## src/rtl/register_read_stage.sv

```systemverilog
// Register-read stage: busy-scoreboard hazard check, operand read with same-cycle
// writeback bypass, and a one-entry output register feeding address calculation.
module register_read_stage #(
  parameter int  NUM_REGS = 16,
  parameter int  DATA_W   = 64,
  localparam int IDX_W    = $clog2(NUM_REGS)
) (
  input  logic              clk,
  input  logic              reset,
  input  logic              decodeValidIn,
  input  logic [7:0]        opcodeIn,
  input  logic [IDX_W-1:0]  sourceReg1In,
  input  logic [IDX_W-1:0]  sourceReg2In,
  input  logic              sourceReg1ValidIn,
  input  logic              sourceReg2ValidIn,
  input  logic [IDX_W-1:0]  destRegIn,
  input  logic              destRegValidIn,
  output logic              stallOut,
  input  logic              wbValidIn,
  input  logic [IDX_W-1:0]  wbRegIn,
  input  logic [DATA_W-1:0] wbDataIn,
  input  logic              readyIn,
  output logic              opcodeValidOut,
  output logic [7:0]        opcodeOut,
  output logic [IDX_W-1:0]  sourceRegCode1Out,
  output logic [IDX_W-1:0]  sourceRegCode2Out,
  output logic              sourceRegCode1ValidOut,
  output logic              sourceRegCode2ValidOut,
  output logic [DATA_W-1:0] operand1ValOut,
  output logic [DATA_W-1:0] operand2ValOut,
  output logic              operand1ValValidOut,
  output logic              operand2ValValidOut,
  output logic [IDX_W-1:0]  destRegOut,
  output logic              destRegValidOut
);

  logic [DATA_W-1:0]   regfile [NUM_REGS];
  logic [NUM_REGS-1:0] busy;
  logic [NUM_REGS-1:0] busyNext;
  logic                wbHit1, wbHit2;
  logic                hazard1, hazard2;
  logic                outBlocked;
  logic                accept;
  logic [DATA_W-1:0]   operand1, operand2;

  // Handshake: the output register transfers downstream on every edge where
  // opcodeValidOut && readyIn; decode transfers in on every edge where
  // decodeValidIn && !stallOut. A transfer out and in on the same edge has no bubble.
  always_comb begin
    wbHit1     = wbValidIn && (wbRegIn == sourceReg1In);
    wbHit2     = wbValidIn && (wbRegIn == sourceReg2In);
    hazard1    = sourceReg1ValidIn && busy[sourceReg1In] && !wbHit1;
    hazard2    = sourceReg2ValidIn && busy[sourceReg2In] && !wbHit2;
    outBlocked = opcodeValidOut && !readyIn;
    stallOut   = decodeValidIn && (hazard1 || hazard2 || outBlocked);
    accept     = decodeValidIn && !stallOut;

    operand1 = '0;
    if (sourceReg1ValidIn) operand1 = wbHit1 ? wbDataIn : regfile[sourceReg1In];
    operand2 = '0;
    if (sourceReg2ValidIn) operand2 = wbHit2 ? wbDataIn : regfile[sourceReg2In];

    // Set after clear: a new producer claiming a register outranks a retiring one.
    busyNext = busy;
    if (wbValidIn) busyNext[wbRegIn] = 1'b0;
    if (accept && destRegValidIn) busyNext[destRegIn] = 1'b1;
  end

  always_ff @(posedge clk) begin
    if (reset) begin
      for (int i = 0; i < NUM_REGS; i++) regfile[i] <= '0;
      busy                   <= '0;
      opcodeValidOut         <= 1'b0;
      opcodeOut              <= '0;
      sourceRegCode1Out      <= '0;
      sourceRegCode2Out      <= '0;
      sourceRegCode1ValidOut <= 1'b0;
      sourceRegCode2ValidOut <= 1'b0;
      operand1ValOut         <= '0;
      operand2ValOut         <= '0;
      operand1ValValidOut    <= 1'b0;
      operand2ValValidOut    <= 1'b0;
      destRegOut             <= '0;
      destRegValidOut        <= 1'b0;
    end else begin
      if (wbValidIn) regfile[wbRegIn] <= wbDataIn;
      busy <= busyNext;
      if (accept) begin
        opcodeValidOut         <= 1'b1;
        opcodeOut              <= opcodeIn;
        sourceRegCode1Out      <= sourceReg1In;
        sourceRegCode2Out      <= sourceReg2In;
        sourceRegCode1ValidOut <= sourceReg1ValidIn;
        sourceRegCode2ValidOut <= sourceReg2ValidIn;
        operand1ValOut         <= operand1;
        operand2ValOut         <= operand2;
        operand1ValValidOut    <= sourceReg1ValidIn;
        operand2ValValidOut    <= sourceReg2ValidIn;
        destRegOut             <= destRegIn;
        destRegValidOut        <= destRegValidIn;
      end else if (readyIn) begin
        opcodeValidOut <= 1'b0;
      end
    end
  end

endmodule

```

## config.mk

```make
export PLATFORM = sky130hd
export DESIGN_NAME = register_read_stage
export DESIGN_NICKNAME = d
export VERILOG_FILES = /design/src/rtl/register_read_stage.sv
export SDC_FILE = /design/constraint.sdc
export NUM_CORES = 2
export LEC_CHECK = 0
export CORE_MARGIN = 2
export CORE_UTILIZATION = 62
export CTS_CLUSTER_DIAMETER = 30
export CTS_CLUSTER_SIZE = 28
export DETAILED_ROUTE_END_ITERATION = 10
export HOLD_SLACK_MARGIN = 0.15
export PLACE_DENSITY = 0.91
export SYNTH_ARGS = -nofsm -noshare
export SYNTH_HDL_FRONTEND = slang
export SYNTH_SLANG_ARGS = --single-unit
```

## constraint.sdc

```tcl
create_clock -name clk -period 9.7 [get_ports clk]
set_clock_uncertainty 0.2 [all_clocks]
set_input_delay 1.94 -clock clk [delete_from_list [all_inputs] [get_ports clk]]
set_output_delay 1.94 -clock clk [all_outputs]
set_load 0.02 [all_outputs]
```

# After elaboration in Yosys (flattened, before gate mapping)
# Memories as Yosys holds them, arrays and structs flattened.
# Cells that the tools add are included.
# classes
add_sub_neg	0
n_mul	0
n_div	0
n_lt_le_gt_ge	6
n_eq_ne	2
shift	0
mux	24
bitwise_logic	3
n_reduce_logical	20
# ops
cell	count
two-way mux 64 bit	5
OR reduction 64 bit	1
two-way mux 16 bit	2
less-than comparator 4 x 5 -> 1 bit (second input constant)	4
bitwise AND 16 bit	1
NOT 16 bit	1
OR 16 bit	1
logical AND 1 bit	12
two-way mux 1 bit	12
binary-select mux 1 bit (select 4 bit)	2
demux 1 bit (select 4 bit)	2
== test 4 bit	2
greater-or-equal comparator 4 x 1 -> 1 bit (second input constant)	2
logical NOT 1 bit	4
two-way mux 4 bit	1
logical OR 1 bit	2
nonzero test 2 bit	1
# totals
register_bits	168
latch_bits	0
mem_bits_rw	1024
mem_bits_ro	0
in_bits	96
out_inout_bits	155
mem_count	1
# mem_list
memory	depth	width	read_ports	rd_clocked_by_memory_dff	wr	line	text
regfile	16	64	2	0	16	37	logic [DATA_W-1:0] regfile [NUM_REGS];

# Longest topological paths before layout
# depth
word_depth	11
depth_mapped	9
mapped_depth_nobuf	6

# Worst setup path after synthesis
# Ideal clock, no wire load.
# synth_timing
path_kind	input port to output port
start	input sourceReg1In[1]
end	output stallOut
arrival_time_ps	3749
required_time_ps	7560
setup_slack_ps	3811
cell_stages	7
path_buffers	2
path_cell_list	buf_2 mux4_2 a2111o_1 o221a_2 a21oi_2 buf_2 nor2_1
# synth_via
elab_chain_cells	7
# synth_lines
item	line	text
start, declared	12	input logic [IDX_W-1:0] sourceReg1In,
binary-select mux 1 bit (select 4 bit) / == test 4 bit (equally long branches)	52, 50	
two-way mux 1 bit (implied by the code) / logical AND 1 bit (equally long branches)	52, 50	
logical AND 1 bit / logical NOT 1 bit (equally long branches)	52	hazard1 = sourceReg1ValidIn && busy[sourceReg1In] && !wbHit1;
logical AND 1 bit (*)	52	
logical OR 1 bit (*) (2 in series)	55	stallOut = decodeValidIn && (hazard1 || hazard2 || outBlocked);
logical AND 1 bit (*)	55	
end, declared	18	output logic stallOut,
# Mark *: on every way between the ends. The rest lies on a longest branch, timed or not. The select of a mux whose other input is x is not followed.

# Final worst setup path
# layout_timing
start	input sourceReg2In[2]
end	output stallOut
# layout_via
elab_chain_cells	7
# layout_lines
item	line	text
start, declared	13	input logic [IDX_W-1:0] sourceReg2In,
binary-select mux 1 bit (select 4 bit) / == test 4 bit (equally long branches)	53, 51	
two-way mux 1 bit (implied by the code) / logical AND 1 bit (equally long branches)	53, 51	
logical AND 1 bit / logical NOT 1 bit (equally long branches)	53	hazard2 = sourceReg2ValidIn && busy[sourceReg2In] && !wbHit2;
logical AND 1 bit (*)	53	
logical OR 1 bit (*) (2 in series)	55	
logical AND 1 bit (*)	55	
# Marked as above.

==> flow_summary_export.csv <==
group,metric,value,unit
route,viasPerCell,7.74,
cells_and_area,multi_input_area,0.0265,sq mm
placed_design,io_buffers,250,
route,vias,44200,
synthesis,ys_ff_latch,1192,
critical_path,worst_r2r_startpoint,"busy[5]",
critical_path,crit_end,"stallOut",
die,design.core.area,0.0997,sq mm
timing,fin_crit_sh,80.5,%
worst_hold_path,hold_class,"reg2reg",
grt,gr-total-overflow,0,
die,die_w,321,microns
power_and_ir_drop,powerDensity,210,mW/mm^2
clock_tree,path_clk_slew,0.05,ns
synthesis,synth_cell_types,40,
cells_and_area,nets,4321,
placed_design,dpl.hpwl,101,mm
timing,setup_tns,0,ns
placed_design,gp_congestion,0.846,
synthesis,mappedNetlistArea,0.0622,sq mm
die,ios,251,
clock_tree,clockBufferDepth,3,
status,status,"finished, final reports clean",
critical_path,r2r_setup_slack,5.83,ns
clock_tree,cts_sinks,1192,
clock_tree,cts_tree,"built",
synthesis,ys_seq_area_share,54.9,%
die,dieHeight,321,microns
clock_tree,post_cts_resized,0,
synthesis,postSynthAreaPerCell,15.2,sq um
timing,fin_crit,7.81,ns
critical_path,crit_fanout,42,
cells_and_area,n_fill_cell,5133,
clock_tree,cts_hold_buffers,0,
timing,max-slew-margin-rel,9.18,%
route,first_iter_violations,8908,
route,drc,0,
placed_design,dpl_cell_area,0.0653,sq mm
clock_tree,numCtsBuffers,204,
die,rows,116,
timing,tightest_slew,1.36,ns
critical_path,end_kind,"output port",
route,dr.pass1.iters,9,
clock_tree,h-tree-depth,4,
critical_path,reg2reg_depth,6,
timing,setup_viol,0,
grt,grt_antenna_before_repair,24,
die,dieArea,0.103,sq mm
clock_tree,root_buffer,"clkbuf_16",
power_and_ir_drop,p_leak,25.5,nW
grt,grt_pass1_vias,46400,
cells_and_area,synthToLayoutAreaGrowth,16.7,%
critical_path,cp.arrival,5.67,ns
cells_and_area,stdcell_area,0.0725,sq mm
timing,fmax,128,MHz
clock_tree,post_cts_buffers,0,
cells_and_area,register_area,0.0341,sq mm
critical_path,r2r_end,"operand1ValOut[43]",
critical_path,crit_start,"sourceReg2In[2]",
grt,grt_use_total,42.1,%
job,cap_violations,0,
timing,report.final.hold_viol_count,0,
power_and_ir_drop,peakVddDrop,0.000208,V
route,wl,215,mm
route,antenna_left,0,
die,initial_core_util,62.3,%
grt,grt_max_degree,132,
grt,grt_first_pass_wirelength,309,mm
synthesis,syn-num-nets,4195,
synthesis,yosys_warnings,0,
synthesis,syn_inst,4099,
critical_path,criticalPathCategory,"in2out",
cells_and_area,layout-drive-gt1-share,28.2,%
critical_path,worst_setup_path_start_kind,"input port",
timing,maxSlewViolCount,0,
clock_tree,insertion_delay,0.83,ns
critical_path,critPathRequiredTime,7.56,ns
timing,rsz0062_at_grt,"no",
power_and_ir_drop,design_power_total,0.0152,W
route,routedWlPerCell,37.7,microns
[worst min path at each step]
stage	start	end	slack, ns	cells after the start
final	opcodeOut[5]	opcodeOut[5]	0.27	2
after global routing	opcodeOut[0]	opcodeOut[0]	0.29	2
after CTS	opcodeOut[5]	opcodeOut[5]	0.27	2
after detailed placement	opcodeOut[1]	opcodeOut[1]	0.26	2
after global placement	opcodeOut[5]	opcodeOut[5]	0.26	2
after floorplan	busy[14]	busy[14]	0.25	1
[registers in the layout, summed over array words and instances (netlist names)]
name                    flops
opcodeOut                   8
sourceRegCode2ValidOut      1
sourceRegCode2Out           4
destRegOut                  4
regfile                  1024
destRegValidOut             1
sourceRegCode1ValidOut      1
busy                       16
sourceRegCode1Out           4
opcodeValidOut              1
operand2ValOut             64
operand1ValOut             64
[final cells by class]
cell class	count	area share (%)
Antenna cell	10	0.0345
Tap cell	1298	2.24
Multi-Input combinational cell	2496	36.5
Clock buffer	228	7.23
Timing Repair Buffer	312	4.13
Inverter	19	0.126
Sequential cell	1192	47.0
Clock inverter	158	2.67
[critical path, stage by stage]
cell and delay, ns:
buf_4 0.69, xor2_1 0.14, nor3_1 0.43, and3_4 0.82, nor2_1 0.20, a21oi_2 0.70, nor2_1 0.14, clkdlybuf4s50_1 0.58
[placed cells by master, fill, tap and decap left out, drive strengths merged, types with 2 or more instances in the layout]
cell,count
and2,1024
edfxtp,1024
mux4,646
nand2,261
clkdlybuf4s50,241
clkbuf,228
dfxtp,168
a21oi,142
nor2b,132
mux2,132
clkinv,82
buf,71
nand2b,49
inv,44
clkinvlp,28
mux2i,25
bufinv,23
nor2,23
a32o,16
diode,10
a31oi,6
xor2,6
nor3,5
and3,5
nand3,4
nor3b,3
or2,3
xnor2,2
o22ai,2
or3,2
[metrics by stage]
stage                     hold WS [ns]  std cells  setup slack [ns]  util (%)
after floorplan                  0.253       4099              3.81         -
after global placement           0.258       5317              2.17      65.5
after detailed placement         0.262       5317              2.11      65.5
after CTS                        0.274       5703              2.05      72.7
after global routing             0.289       5710              1.81      72.7
final                            0.271       5713              1.89      72.8
[routing by layer]
metal / GRT usage, % / wire, microns / vias up
li1: - / - / 15800
met4: 34.9 / 22200 / 22
met5: 0.236 / 149 / -
met1: 48.1 / 59700 / 21000
met2: 63.2 / 95800 / 5614
met3: 15.8 / 37500 / 1832
[synthesized netlist by cell type, drive strengths merged]
| master | n | area, sq um |
|---|---|---|
| or3 | 2 | 12.5 |
| dfxtp | 168 | 3360 |
| o221ai | 1 | 8.76 |
| mux2i | 25 | 250 |
| nand2b | 49 | 307 |
| clkbuf | 299 | 1120 |
| nor2b | 132 | 826 |
| and2 | 1024 | 6410 |
| xnor2 | 2 | 17.5 |
| nand2 | 261 | 980 |
| a2111o | 1 | 11.3 |
| and4b | 1 | 10.0 |
| edfxtp | 1024 | 30700 |
| nor3 | 5 | 25.0 |
| buf | 93 | 508 |
| and3 | 5 | 31.3 |
| and3b | 1 | 8.76 |
| nor2 | 23 | 86.3 |
| nor3b | 3 | 22.5 |
| xor2 | 6 | 52.6 |
| nand3 | 4 | 25.0 |
| or3b | 1 | 8.76 |
| mux4 | 646 | 14500 |
| or2 | 3 | 18.8 |
| a21oi | 142 | 714 |
| a32o | 16 | 160 |
| o221a | 1 | 11.3 |
| o21a | 1 | 7.51 |
| mux2 | 132 | 1730 |
| a31oi | 6 | 37.5 |
| nand3b | 1 | 7.51 |
| inv | 19 | 71.3 |
| o22ai | 2 | 12.5 |
[cell families after synthesis]
kind of cell	count (synthesis)	share of synthesized area, %
XOR/XNOR	8	0.113
multiplexers	803	26.6
AND/OR/NAND/NOR	1515	14.1
AO/OA/AOI/OAI	170	1.55
flip-flops	1192	54.9
buffers and inverters	411	2.74
[report_power, final]
part / switching, W / leakage (nW) / internal, W
Combinational: 0.000886 / 10.9 / 0.000734
Sequential: 0.000209 / 11.2 / 0.00589
Clock: 0.00288 / 3.41 / 0.00461
Total: 0.00397 / 25.5 / 0.0112
(Power assumes the default switching activity.)
